--- src/rtl/cache_arb_pkg.sv ---
`default_nettype none
// ============================================================================
//  Module      : cache_arb_pkg
//  Description : Shared types and constants for the cache/memory arbiter.
//  Revision    : 1.0 - initial release
// ============================================================================
package cache_arb_pkg;

  // Arbiter sequencing states
  typedef enum logic [1:0] {
    IDLE = 2'd0,
    ADDR = 2'd1,
    DATA = 2'd2
  } arb_state_t;

  // Grant encoding stored alongside the request register
  localparam logic GNT_INST = 1'b0;
  localparam logic GNT_DATA = 1'b1;

  // Default bus widths
  localparam int DEFAULT_ADDR_W = 32;
  localparam int DEFAULT_DATA_W = 32;

endpackage
`default_nettype wire

--- src/rtl/cache_arb_prio.sv ---
`default_nettype none
// ============================================================================
//  Module      : cache_arb_prio
//  Description : Winner select between data and instruction caches. Data is
//                preferred, but after MAX_DATA_RUN consecutive data grants
//                with an instruction request waiting, instruction wins.
//  Revision    : 1.0 - initial release
// ============================================================================
module cache_arb_prio
  import cache_arb_pkg::*;
#(
  parameter int MAX_DATA_RUN = 4
) (
  input  logic clk,
  input  logic reset,
  input  logic in_idle,
  input  logic inst_req,
  input  logic data_req,
  output logic winner
);

  // Run limit is at most 15, so four bits always suffice
  localparam logic [3:0] RUN_MAX = 4'(MAX_DATA_RUN);

  logic [3:0] run_cnt;
  logic       starve;
  logic       grant;

  assign starve = inst_req && (run_cnt == RUN_MAX);
  assign grant  = in_idle && (inst_req || data_req);

  // Data wins unless the instruction side has waited out its run budget
  always_comb begin
    winner = GNT_INST;
    if (data_req && !starve) begin
      winner = GNT_DATA;
    end
  end

  // Count data grants made while instruction fetch is waiting; saturate
  always_ff @(posedge clk or posedge reset) begin
    if (reset) begin
      run_cnt <= 4'd0;
    end else if (grant && (winner == GNT_INST)) begin
      run_cnt <= 4'd0;
    end else if (grant && inst_req) begin
      if (run_cnt != RUN_MAX) begin
        run_cnt <= run_cnt + 4'd1;
      end
    end else if (in_idle && !inst_req) begin
      run_cnt <= 4'd0;
    end
  end

endmodule
`default_nettype wire

--- src/rtl/cache_mem_arbiter.sv ---
`default_nettype none
// ============================================================================
//  Module      : cache_mem_arbiter
//  Description : Grants the SRAM-like memory bus to the instruction or data
//                cache, runs the address/data handshake from a registered
//                copy of the winning request and returns a one-cycle done
//                pulse with read data to the grantee.
//  Revision    : 1.0 - initial release
// ============================================================================
module cache_mem_arbiter
  import cache_arb_pkg::*;
#(
  parameter int MAX_DATA_RUN = 4,
  parameter int ADDR_W       = DEFAULT_ADDR_W,
  parameter int DATA_W       = DEFAULT_DATA_W
) (
  input  logic              clk,
  input  logic              reset,
  input  logic              inst_cache_req,
  input  logic [ADDR_W-1:0] inst_cache_addr,
  output logic [DATA_W-1:0] inst_cache_rdata,
  output logic              inst_cache_dok,
  input  logic              data_cache_req,
  input  logic [3:0]        data_cache_wen,
  input  logic [ADDR_W-1:0] data_cache_addr,
  input  logic [DATA_W-1:0] data_cache_wdata,
  output logic [DATA_W-1:0] data_cache_rdata,
  output logic              data_cache_dok,
  output logic              mem_req,
  output logic [3:0]        mem_wen,
  output logic [ADDR_W-1:0] mem_addr,
  output logic [DATA_W-1:0] mem_wdata,
  input  logic              mem_addr_ok,
  input  logic              mem_data_ok,
  input  logic [DATA_W-1:0] mem_rdata
);

  arb_state_t        state;
  arb_state_t        next_state;
  logic              latch;
  logic              complete;
  logic              winner;
  logic              gnt_q;
  logic              mem_req_q;
  logic [ADDR_W-1:0] req_addr_q;
  logic [3:0]        req_wen_q;
  logic [DATA_W-1:0] req_wdata_q;

  cache_arb_prio #(
    .MAX_DATA_RUN (MAX_DATA_RUN)
  ) u_prio (
    .clk      (clk),
    .reset    (reset),
    .in_idle  (state == IDLE),
    .inst_req (inst_cache_req),
    .data_req (data_cache_req),
    .winner   (winner)
  );

  // State register
  always_ff @(posedge clk or posedge reset) begin
    if (reset) begin
      state <= IDLE;
    end else begin
      state <= next_state;
    end
  end

  // Next-state decode; bus handshakes outside their state are ignored
  always_comb begin
    next_state = state;
    latch      = 1'b0;
    complete   = 1'b0;
    case (state)
      IDLE: begin
        if (inst_cache_req || data_cache_req) begin
          latch      = 1'b1;
          next_state = ADDR;
        end
      end
      ADDR: begin
        if (mem_addr_ok) begin
          if (mem_data_ok) begin
            complete   = 1'b1;
            next_state = IDLE;
          end else begin
            next_state = DATA;
          end
        end
      end
      DATA: begin
        if (mem_data_ok) begin
          complete   = 1'b1;
          next_state = IDLE;
        end
      end
      default: next_state = IDLE;
    endcase
  end

  // Capture the winning request; it stays frozen until the next grant
  always_ff @(posedge clk or posedge reset) begin
    if (reset) begin
      gnt_q       <= GNT_INST;
      req_addr_q  <= '0;
      req_wen_q   <= 4'd0;
      req_wdata_q <= '0;
    end else if (latch) begin
      gnt_q <= winner;
      if (winner == GNT_DATA) begin
        req_addr_q  <= data_cache_addr;
        req_wen_q   <= data_cache_wen;
        req_wdata_q <= data_cache_wdata;
      end else begin
        req_addr_q  <= inst_cache_addr;
        req_wen_q   <= 4'd0;
        req_wdata_q <= '0;
      end
    end
  end

  // Bus request is its own flop so no cache input reaches the bus directly
  always_ff @(posedge clk or posedge reset) begin
    if (reset) begin
      mem_req_q <= 1'b0;
    end else begin
      mem_req_q <= (next_state == ADDR);
    end
  end

  assign mem_req   = mem_req_q;
  assign mem_addr  = req_addr_q;
  assign mem_wen   = req_wen_q;
  assign mem_wdata = req_wdata_q;

  assign inst_cache_dok   = complete && (gnt_q == GNT_INST);
  assign data_cache_dok   = complete && (gnt_q == GNT_DATA);
  assign inst_cache_rdata = mem_rdata;
  assign data_cache_rdata = mem_rdata;

endmodule
`default_nettype wire

--- config.mk ---
export PLATFORM = sky130hd
export DESIGN_NAME = cache_mem_arbiter
export DESIGN_NICKNAME = d
export VERILOG_FILES = /design/src/rtl/cache_arb_pkg.sv /design/src/rtl/cache_arb_prio.sv /design/src/rtl/cache_mem_arbiter.sv
export SDC_FILE = /design/constraint.sdc
export NUM_CORES = 1
export LEC_CHECK = 0
export BUFFER_PORTS_ARGS = -buffer_cell sky130_fd_sc_hd__buf_2
export CORE_AREA = 2 2 105 107
export CTS_CLUSTER_SIZE = 12
export DETAILED_ROUTE_END_ITERATION = 10
export DIE_AREA = 0 0 107 109
export GPL_TIMING_DRIVEN = 0
export PLACE_DENSITY = 0.82
export SYNTH_ARGS = -nofsm -noshare
export SYNTH_HDL_FRONTEND = slang
export SYNTH_SLANG_ARGS = --single-unit
--- constraint.sdc ---
create_clock -name clk -period 3.78 [get_ports clk]
set_input_delay 1.134 -clock clk [delete_from_list [all_inputs] [get_ports clk]]
set_output_delay 1.134 -clock clk [all_outputs]
set_load 0.01 [all_outputs]
==> results_dict.tcl <==
set metrics [dict create \
    irDropWorstVdd_mv 0.273 \
    nets 705 \
    finalCritPeriodShare_pct 73.6 \
    critPathKind "in -> out" \
    fmax_ghz 0.359 \
    rrSetupSlack_ns 1.79 \
    post-cts-setup-buffer-count 0 \
    cts.sink_count 76 \
    wirelength_mm 10.8 \
    slew_viol_final 0 \
    syn_avg_cell_area_um2 12.0 \
    synth_common_cells "76 x dfrtp_1, 66 x buf_4, 36 x a22o_1, 33 x and2_1, 32 x a221o_1" \
    cap_violations 0 \
    worstRegToRegCells 6 \
    ys.flop_type "dfrtp_1" \
    grt.total_usage_pct 18.3 \
    worst-endpoint-required_ns 2.65 \
    grt_antenna_before_repair 0 \
    cts_buffers 9 \
    hold_buffers 0 \
    tightest_slew_ns 0.554 \
    htree_levels 3 \
    syn-num-nets 453 \
    synth_edf_count 0 \
    insertion_delay_ns 0.34 \
    cp_slowest_cell "nor3b_1" \
    drt-initial-drc-count 194 \
    syn_area_um2 3690 \
    num_rows 38 \
    yosys-top-cells-area "dfrtp_1 52%, buf_4 13%, a221o_1 8.7%" \
    synth_seq_cells 76 \
    drive_gt1_share_pct 60.4 \
    antennaDiodeCount 0 \
    setup_viol_count_final 0 \
    postCtsResizedCells 0 \
    async_flop_share_pct 100 \
    numPortBuffers 240 \
    yosysWarningCount 0 \
    slew-limit-headroom_pct 62.8 \
    hold_viol 0 \
    cts_tree "built" \
    initial_core_util_pct 34.8 \
    clk_pin_slew_ns 0.07 \
    run_status "finished, final reports clean" \
    io_pins 273 \
    synth_top_area_share_pct 51.5 \
    power_density_nw_per_um2 696 \
    rsz0062_at_grt "no" \
    die_w_um 107 \
    setup_slack_ns 0.998 \
    crit_path_max_fanout 3 \
    clockBufferDepth 2 \
    drtAntennaViolNets 0 \
    critPathCaptureType "output pin" \
    worst_setup_path_start_kind "input port" \
    dieArea_um2 11700 \
    synth_area_leader_cell "dfrtp_1" \
    grt_overflow 0 \
    finalCriticalPeriod_ns 2.78 \
    cp_slowest_stage_delay_ns 0.18 \
    core_um2 10600 \
    hold_class "reg -> reg" \
    crit_chain "buf_2, a21oi_1, nor3b_1, buf_2" \
    ctsRootBufferMaster "clkbuf_8" \
    yosysSeqAreaShare_pct 51.5 \
    p_leak_nw 2.95 \
    wl_per_cell_um 15.3 \
    globalplace.congestion 0.741 \
    dieHeight_um 109 \
    whs_path_depth 1 \
    dr_total_vias 3326 \
    grt_max_degree 72 \
    routed_via_density 4.72 \
    drc_errors 0 \
    setup-tns-final_ns 0 \
    synth.distinct_cells 30 \
    path_common_cell "buf_2" \
    synth_most_common_cell "dfrtp_1" \
    pre_cts_ws_ns 0.992 \
    areaGrowthSynthToFinish_pct 44.1 \
    finalClockSkew_ns 0.0128 \
    dr.pass1.iters 4 \
    syn_inst 308 \
    grt_pass1_vias 3412 \
    grt_pass1_wl_mm 16.4 \
    arrival_ns 1.65 \
    hpwlAfterDp_mm 8.63 \
]
[layout by cell type, fill, tap and decap left out, types with 2 or more instances in the layout]
master and count:
ha_1 7, a221o_1 32, nor2b_1 4, clkbuf_8 13, dfrtp_1 76, a21oi_1 2
clkbuf_1 3, a22o_1 36, and2_1 33, inv_1 4, nor3b_1 2, nand2_1 6
and3b_1 2, a21o_1 2, buf_4 66, o31ai_1 2, buf_2 252, nor3_1 5
[registers in the layout (all words and copies together), names as in the netlist]
register	flops
mem_addr	32
mem_wdata	32
mem_wen	4
u_prio.run_cnt	4
state	2
gnt_q	1
mem_req	1
[kinds of logic after synthesis]
group | count (synthesis) | synth area share [%]
adder cells (fa/ha/maj) | 7 | 2.37
multiplexers | 1 | 0.305
AND/OR/NAND/NOR | 57 | 9.36
AO/OA/AOI/OAI | 80 | 20.3
buffers and inverters | 87 | 16.2
flip-flops | 76 | 51.5
[final cells by class]
cell class                      count  area (um2)
Fill cell                         987        5280
Sequential cell                    76        1900
Timing Repair Buffer              241        1230
Multi-Input combinational cell    145        1190
Buffer                             82         578
Clock buffer                       13         179
Tap cell                          140         175
Clock inverter                      3        42.5
Inverter                            5        21.3
[metrics by stage]
step	hold WS, ns	util [%]	cells	cell area [um2]	power [mW]
final	0.504	50.2	705	5320	3.70
after global routing	0.530	50.2	705	5320	3.99
after CTS	0.509	50.2	705	5320	3.76
after detailed placement	0.487	48.1	689	5100	3.08
after global placement	0.483	47.8	688	5070	3.02
after floorplan	0.465	-	308	3690	2.38
[worst max-delay path: cells and delay by family]
family,cells,cell delay (ns)
buffers and inverters,2,0.25
AO/OA/AOI/OAI,1,0.08
AND/OR/NAND/NOR,1,0.18
[power breakdown]
group          switching (mW)  internal, mW  leakage, nW  total, mW
Combinational           0.878         0.819         1.88       1.70
Sequential              0.178          1.17        0.958       1.35
Clock                   0.285         0.376        0.112      0.661
Total                    1.34          2.36         2.95       3.70
[per-layer routing]
layer	wire [um]	up-vias	track usage, %
met5	0	-	0
met4	135	0	5.66
met3	831	11	4.42
met2	5570	173	33.1
met1	4230	1583	21.4
li1	-	1559	-
[worst paths after layout]
kind                                     startpoint                   endpoint
hold reg to reg            mem_wdata[0]$_DFFE_PP0P_   mem_wdata[0]$_DFFE_PP0P_
hold / removal             mem_wdata[0]$_DFFE_PP0P_   mem_wdata[0]$_DFFE_PP0P_
min in group asynchronous                     reset   mem_addr[15]$_DFFE_PP0P_
setup / recovery                        mem_addr_ok             data_cache_dok
max in group asynchronous                     reset  mem_wdata[19]$_DFFE_PP0P_
setup reg to reg                 state[1]$_DFF_PP0_   mem_addr[25]$_DFFE_PP0P_
No activity file was read; power rests on OpenSTA's default activity.
